## config.mk

```make
export PLATFORM = sky130hd
export DESIGN_NAME = rs_mul_sched
export DESIGN_NICKNAME = d
export VERILOG_FILES = /design/src/rtl/rs_mul_sched_pkg.sv /design/src/rtl/rs_mul_sched_rr_pick2.sv /design/src/rtl/rs_mul_sched.sv
export SDC_FILE = /design/constraint.sdc
export NUM_CORES = 1
export LEC_CHECK = 0
export ABC_AREA = 1
export CAP_MARGIN = 10
export CORE_MARGIN = 2
export CORE_UTILIZATION = 39
export CTS_CLUSTER_DIAMETER = 30
export CTS_CLUSTER_SIZE = 30
export DETAILED_ROUTE_END_ITERATION = 10
export GPL_ROUTABILITY_DRIVEN = 0
export PLACE_DENSITY = 0.77
export SETUP_SLACK_MARGIN = 0.05
export SYNTH_ARGS = -nofsm -noshare
export SYNTH_HDL_FRONTEND = slang
export SYNTH_SLANG_ARGS = --single-unit
```

## constraint.sdc

```tcl
create_clock -name clk -period 1.4 [get_ports clk]
set_input_delay 0.28 -clock clk [delete_from_list [all_inputs] [get_ports clk]]
set_output_delay 0.28 -clock clk [all_outputs]
set_load 0.05 [all_outputs]
```

## src/rtl/rs_mul_sched_pkg.sv

```systemverilog
// Shared constants and state encodings for the multiply reservation-station scheduler.
// The RS_MUL_SCHED_B2B_EN build option is consumed in rs_mul_sched.sv.
package rs_mul_sched_pkg;

  localparam int RS_MUL_ENT_NUM = 2;
  localparam int RS_MUL_ENT_SEL = 1;
  localparam int RRF_ENT_SEL    = 6;
  localparam int MUL_LAT_CYC    = 3;

  typedef enum logic [1:0] {
    RS_MUL_SCHED_IDLE    = 2'd0,
    RS_MUL_SCHED_BUSY    = 2'd1,
    RS_MUL_SCHED_WAIT_WB = 2'd2
  } sched_state_e;

endpackage

```

## src/rtl/rs_mul_sched_rr_pick2.sv

```systemverilog
// Round-robin picker for a 2-entry request vector: prefers the entry at ptr,
// otherwise falls back to the other one.
module rr_pick2 #(
  parameter int ENT_NUM = 2,
  parameter int ENT_SEL = 1
) (
  input  logic [ENT_NUM-1:0] req_vec,
  input  logic [ENT_SEL-1:0] ptr,
  output logic               vld,
  output logic [ENT_SEL-1:0] sel
);

  assign vld = |req_vec;
  assign sel = req_vec[ptr] ? ptr : ~ptr;

endmodule

```

## src/rtl/rs_mul_sched.sv

```systemverilog
// Multiply RS scheduler: dispatch allocation, round-robin issue and multiplier sequencing.
// Define RS_MUL_SCHED_B2B_EN to allow a new issue in the same cycle as the CDB grant.
module rs_mul_sched
  import rs_mul_sched_pkg::*;
#(
  parameter int ENT_NUM = RS_MUL_ENT_NUM,
  parameter int ENT_SEL = RS_MUL_ENT_SEL,
  parameter int RRF_SEL = RRF_ENT_SEL,
  parameter int MUL_LAT = MUL_LAT_CYC
) (
  input  logic               clk,
  input  logic               rst,
  input  logic [ENT_NUM-1:0] i_busy_vec,
  input  logic [ENT_NUM-1:0] i_vld_vec,
  input  logic               i_kill,
  input  logic               i_dp_req_1,
  input  logic               i_dp_req_2,
  output logic               o_alloc_vld_1,
  output logic [ENT_SEL-1:0] o_alloc_sel_1,
  output logic               o_alloc_vld_2,
  output logic [ENT_SEL-1:0] o_alloc_sel_2,
  output logic               o_dp_stall,
  output logic               o_is_vld,
  output logic [ENT_SEL-1:0] o_is_sel,
  input  logic [RRF_SEL-1:0] i_is_rrftag,
  output logic               o_mul_start,
  output logic               o_wb_req,
  output logic [RRF_SEL-1:0] o_ex_mul_rrftag,
  input  logic               i_wb_gnt
);

  localparam int CNT_W = (MUL_LAT < 2) ? 1 : $clog2(MUL_LAT);
  localparam int FC_W  = ENT_SEL + 1;

  sched_state_e       state_reg, state_next;
  logic [CNT_W-1:0]   cnt_reg, cnt_next;
  logic [RRF_SEL-1:0] tag_reg, tag_next;
  logic [ENT_SEL-1:0] ptr_reg, ptr_next;

  logic [ENT_NUM-1:0] free, rdy;
  logic [FC_W-1:0]    free_cnt, req_cnt;
  logic               first_vld, second_vld, stall;
  logic [ENT_SEL-1:0] first_sel, second_sel;
  logic               pick_vld, issue_ok, do_issue, wb_req;
  logic [ENT_SEL-1:0] pick_sel;

  // Allocation: lowest free entry, then lowest free entry other than that one.
  always_comb begin
    free       = ~i_busy_vec;
    free_cnt   = '0;
    first_vld  = 1'b0;
    first_sel  = '0;
    second_vld = 1'b0;
    second_sel = '0;
    for (int i = 0; i < ENT_NUM; i++) begin
      if (free[i]) begin
        free_cnt = free_cnt + FC_W'(1);
        if (!first_vld) begin
          first_vld = 1'b1;
          first_sel = ENT_SEL'(i);
        end else if (!second_vld) begin
          second_vld = 1'b1;
          second_sel = ENT_SEL'(i);
        end
      end
    end
    req_cnt       = FC_W'(i_dp_req_1) + FC_W'(i_dp_req_2);
    stall         = free_cnt < req_cnt;
    o_dp_stall    = stall;
    o_alloc_vld_1 = i_dp_req_1 & ~stall & ~i_kill;
    o_alloc_vld_2 = i_dp_req_2 & ~stall & ~i_kill;
    o_alloc_sel_1 = first_sel;
    o_alloc_sel_2 = i_dp_req_1 ? second_sel : first_sel;
  end

  assign rdy = i_busy_vec & i_vld_vec;

  rr_pick2 #(
    .ENT_NUM (ENT_NUM),
    .ENT_SEL (ENT_SEL)
  ) u_pick (
    .req_vec (rdy),
    .ptr     (ptr_reg),
    .vld     (pick_vld),
    .sel     (pick_sel)
  );

  // Reset gating keeps the comb issue pulse quiet while the block is held in reset.
  assign issue_ok = pick_vld & ~i_kill & ~rst;

  always_comb begin
    state_next = state_reg;
    cnt_next   = cnt_reg;
    tag_next   = tag_reg;
    ptr_next   = ptr_reg;
    do_issue   = 1'b0;
    wb_req     = 1'b0;
    case (state_reg)
      RS_MUL_SCHED_IDLE: do_issue = issue_ok;
      RS_MUL_SCHED_BUSY: begin
        cnt_next = cnt_reg - CNT_W'(1);
        if (cnt_reg == CNT_W'(1)) state_next = RS_MUL_SCHED_WAIT_WB;
      end
      RS_MUL_SCHED_WAIT_WB: begin
        wb_req = 1'b1;
        if (i_wb_gnt) begin
          state_next = RS_MUL_SCHED_IDLE;
`ifdef RS_MUL_SCHED_B2B_EN
          do_issue = issue_ok;
`endif
        end
      end
      default: state_next = RS_MUL_SCHED_IDLE;
    endcase
    if (do_issue) begin
      tag_next   = i_is_rrftag;
      cnt_next   = CNT_W'(MUL_LAT - 1);
      ptr_next   = (pick_sel == ENT_SEL'(ENT_NUM - 1)) ? '0 : pick_sel + ENT_SEL'(1);
      state_next = (MUL_LAT == 1) ? RS_MUL_SCHED_WAIT_WB : RS_MUL_SCHED_BUSY;
    end
    // Flush wins over everything, including a coincident grant.
    if (i_kill) begin
      state_next = RS_MUL_SCHED_IDLE;
      cnt_next   = '0;
    end
  end

  always_ff @(posedge clk or posedge rst) begin
    if (rst) begin
      state_reg <= RS_MUL_SCHED_IDLE;
      cnt_reg   <= '0;
      tag_reg   <= '0;
      ptr_reg   <= '0;
    end else begin
      state_reg <= state_next;
      cnt_reg   <= cnt_next;
      tag_reg   <= tag_next;
      ptr_reg   <= ptr_next;
    end
  end

  assign o_is_vld        = do_issue;
  assign o_mul_start     = do_issue;
  assign o_is_sel        = do_issue ? pick_sel : '0;
  assign o_wb_req        = wb_req;
  assign o_ex_mul_rrftag = tag_reg;

endmodule

```

==> out/qor.csv <==
stage,metric,value,unit
clock_network,clk_pin_slew,0.07,ns
logic_synthesis,synth_sequential_area_ratio,0.421,
drt,drt_iter0_drcs,27,
logic_synthesis,synth_nets,107,
clock_network,tritoncts_num_sinks,11,
floorplanning,fp.dieArea,2020,um2
global_route,wire_length_of_the_first_global_routing_pass,3830,um
floorplanning,die_y,44.9,um
clock_network,total_cts_buffers,3,
global_route,grt_busiest_layer,met2,
drt,detailroute.via_count,809,
clock_network,clock_insertion_delay_worst_skew,0.28,ns
logic_synthesis,synth-xor-area-share,0.0134,
logic_synthesis,synthArstFlopShare,1.00,
placement,place_hpwl,1740,um
floorplanning,fp.coreArea,1540,um2
pwr,design_power_total,1.56,mW
placement,numPortBuffers,30,
sta,period_minus_slack,1.64,ns
logic_synthesis,yosys_warnings,0,
sta,worstMarginPinSlew,0.433,ns
clock_network,cts-htree-levels,1,
global_route,antenna_found_initial,0,
finish,layout-area-overhead-vs-synth,121,%
setup_path,regToRegStartpoint,state_reg[1]$_DFFE_PP0P_,
floorplanning,die_width,44.9,um
setup_path,critPathKind,input port to output pin,
hold_path,hp-class,input port to async pin,
finish,nFillCells,52,
clock_network,clk_path_buf_depth,2,
floorplanning,floorplan.io_pins,31,
finish,finalNetCount,157,
placement,post-place-cells,142,
run,cap_violations,0,
setup_path,end_kind,output pin,
floorplanning,initial_core_util,0.424,
global_route,grt_max_degree,12,
global_route,grt-ovfl-total,0,
sta,worst_slew_margin_rel,0.711,
logic_synthesis,yosys-top-cells-area,"sky130_fd_sc_hd__dfrtp_1 42%, sky130_fd_sc_hd__nand2_1 20%, sky130_fd_sc_hd__ha_1 9.6%",
logic_synthesis,ys_ff_latch,11,
logic_synthesis,synth_top_area_share,0.421,
clock_network,ctsRootBufferMaster,sky130_fd_sc_hd__clkbuf_4,
finish,stdcell_count,151,
setup_path,cp.arrival,1.36,ns
pwr,power.ir.vdd_worst,1.14,mV
global_route,gr-usage-met2,0.474,
drt,postRouteWirelength,3030,um
logic_synthesis,postSynthAreaPerCell,7.59,um2
sta,unrepaired_setup_endpoints_after_global_routing,true,
clock_network,clock_tree_from_tritoncts,done,
sta,final.setup.worst_slack,-0.242,ns
logic_synthesis,simple_gate_share_of_the_synthesized_area,0.318,
logic_synthesis,post_synth_instance_area,653,um2
drt,dr.pass1.iters,4,
clock_network,cts.hold.buffers_added,0,
setup_path,timing.critical_path.required,1.12,ns
logic_synthesis,post_synth_fa_ha_maj_area_fraction,0.0958,
logic_synthesis,synth_cells,86,
placement,worst_case_setup_slack_after_placement,-0.745,ns
logic_synthesis,synth_top_family_by_area,simple AND/OR/NAND/NOR gates,
drt,antenna_violating_nets_post_route,0,
setup_path,cp-startpoint,i_busy_vec[0],
pwr,power.leakage,0.722,nW
setup_path,crit_path_start_kind,input port,
sta,maxSlewViolCount,0,
finish,multi_input_comb_area,435,um2
run_status,violations_in_the_final_reports,negative setup slack,
global_route,met1_usage,0.279,
finish,largest_register_ff_count,6,
drt,detail_route.drc_violations,0,
sta,timing.hold.ws,0.169,ns
sta,setup-violations-final,6,
logic_synthesis,synthDistinctLibCells,18,
finish,seq_area,275,um2
pwr,powerDensity,1080,nW/um2
sta,layout_worst_path_cycle_share,1.17,
global_route,grt_pass1_vias,867,
logic_synthesis,synth_compound_area_frac,0.0479,
sta,finalHoldViolCount,0,
logic_synthesis,synth-edff-count,0,
drt,routed_wire_length_per_instance,20.1,um
sta,fmaxAchievable,609,MHz
finish,layout_cells_sized_above_1,0.504,
logic_synthesis,synth_largest_area_cell,sky130_fd_sc_hd__dfrtp_1,
logic_synthesis,synthFlopType,sky130_fd_sc_hd__dfrtp_1,
logic_synthesis,synth_commonest_cells,"34 x sky130_fd_sc_hd__nand2_1, 12 x sky130_fd_sc_hd__inv_1, 11 x sky130_fd_sc_hd__dfrtp_1",
sta,skew_final,0.00180,ns
run_status,outcome,finished with violations,
setup_path,crit_fanout,2,
logic_synthesis,post-synth-top-count-cell,sky130_fd_sc_hd__nand2_1,
global_route,globalRouteTotalUtil,0.274,
floorplanning,placement_rows,14,
finish,n_antenna_cell,0,
drt,via_per_inst,5.36,
logic_synthesis,yosys-mux-area-fraction,0,
global_route,met3_usage,0.108,
-- where the power goes --
| group | leakage, nW | switching (mW) | internal (mW) | total, mW |
|---|---|---|---|---|
| Sequential | 0.140 | 0.0810 | 0.383 | 0.464 |
| Clock | 0.0150 | 0.115 | 0.111 | 0.226 |
| Combinational | 0.567 | 0.456 | 0.413 | 0.870 |
-- layout by cell type, fill, tap and decap left out --
master	netlist	final
sky130_fd_sc_hd__a21oi_2	1	1
sky130_fd_sc_hd__buf_12	0	16
sky130_fd_sc_hd__buf_4	1	15
sky130_fd_sc_hd__buf_6	1	3
sky130_fd_sc_hd__buf_8	0	2
sky130_fd_sc_hd__clkbuf_1	0	1
sky130_fd_sc_hd__clkbuf_4	0	3
sky130_fd_sc_hd__clkdlybuf4s50_1	0	7
sky130_fd_sc_hd__clkinv_4	0	1
sky130_fd_sc_hd__dfrtp_1	11	11
sky130_fd_sc_hd__dlygate4sd2_1	0	1
sky130_fd_sc_hd__dlymetal6s2s_1	0	3
sky130_fd_sc_hd__ha_1	5	1
sky130_fd_sc_hd__ha_4	0	4
sky130_fd_sc_hd__inv_1	12	7
sky130_fd_sc_hd__inv_12	0	1
sky130_fd_sc_hd__inv_2	1	2
sky130_fd_sc_hd__inv_4	0	1
sky130_fd_sc_hd__inv_6	0	1
sky130_fd_sc_hd__nand2_1	34	26
sky130_fd_sc_hd__nand2_2	0	7
sky130_fd_sc_hd__nand2_4	0	1
sky130_fd_sc_hd__nand3_1	1	1
sky130_fd_sc_hd__nand3_2	2	1
sky130_fd_sc_hd__nand3_4	0	1
sky130_fd_sc_hd__nor2_1	7	3
sky130_fd_sc_hd__nor2_2	2	1
sky130_fd_sc_hd__nor2_4	0	5
sky130_fd_sc_hd__nor3_1	2	2
sky130_fd_sc_hd__o21ai_1	1	1
sky130_fd_sc_hd__o21ai_2	0	2
sky130_fd_sc_hd__o31ai_1	1	1
sky130_fd_sc_hd__or2_1	1	1
sky130_fd_sc_hd__xor2_1	1	1
-- kinds of logic (layout without fill, tap and decap cells) --
kind of cell             Yosys count  in the layout
flip-flops                        11             11
XOR/XNOR                           1              1
AND/OR/NAND/NOR                   49             49
adder cells (fa/ha/maj)            5              5
buffers and inverters             15             64
AO/OA/AOI/OAI                      5              5
-- critical path, cell delays in order --
cell and delay, ns:
sky130_fd_sc_hd__buf_8 0.09, sky130_fd_sc_hd__inv_6 0.03, sky130_fd_sc_hd__ha_4 0.16, sky130_fd_sc_hd__ha_4 0.27
sky130_fd_sc_hd__o21ai_2 0.06, sky130_fd_sc_hd__nand2_2 0.11, sky130_fd_sc_hd__nand2_4 0.08, sky130_fd_sc_hd__nor2_4 0.13
sky130_fd_sc_hd__buf_12 0.14
-- layer usage --
metal	routed length, um	part of all wire
met1	1070	0.35
met2	1580	0.52
met3	228	0.075
met4	161	0.053
met5	0	0
-- metrics by stage --
stage	TNS (ns)	area (um2)	util
final	-1.01	1440	0.937
after global routing	-1.24	1440	0.937
after CTS	-1.38	1360	0.880
after detailed placement	-8.34	1290	0.835
after global placement	-7.57	1290	0.835
after floorplan	-0.154	749	-
-- what timing repair did --
action	CTS	global route
setup endpoints to repair	20	14
resized for setup	27	25
pin swaps	13	14
gates cloned	0	0
buffers inserted	4	3
-- worst paths after layout --
kind | slack [ns] | cells after the start | endpoint
min in group clk | 0.40 | 3 | cnt_reg[1]$_DFFE_PP0P_
worst max-delay path | -0.24 | 9 | o_alloc_vld_1
max in group asynchronous | 0.93 | 2 | state_reg[0]$_DFFE_PP0P_
worst max register to register | 0.12 | 6 | o_ex_mul_rrftag[5]$_DFFE_PP0P_
worst min register to register | 0.57 | 2 | o_ex_mul_rrftag[0]$_DFFE_PP0P_
worst min-delay path | 0.17 | 2 | o_ex_mul_rrftag[4]$_DFFE_PP0P_
-- cell type report --
type	instances	share of cell area
multi-input combinational	60	0.302
sequential	11	0.191
inverter	13	0.0511
clock buffer	4	0.0182
tap	16	0.0139
timing repair buffer	47	0.425
Power figures use the tool's default switching activity.
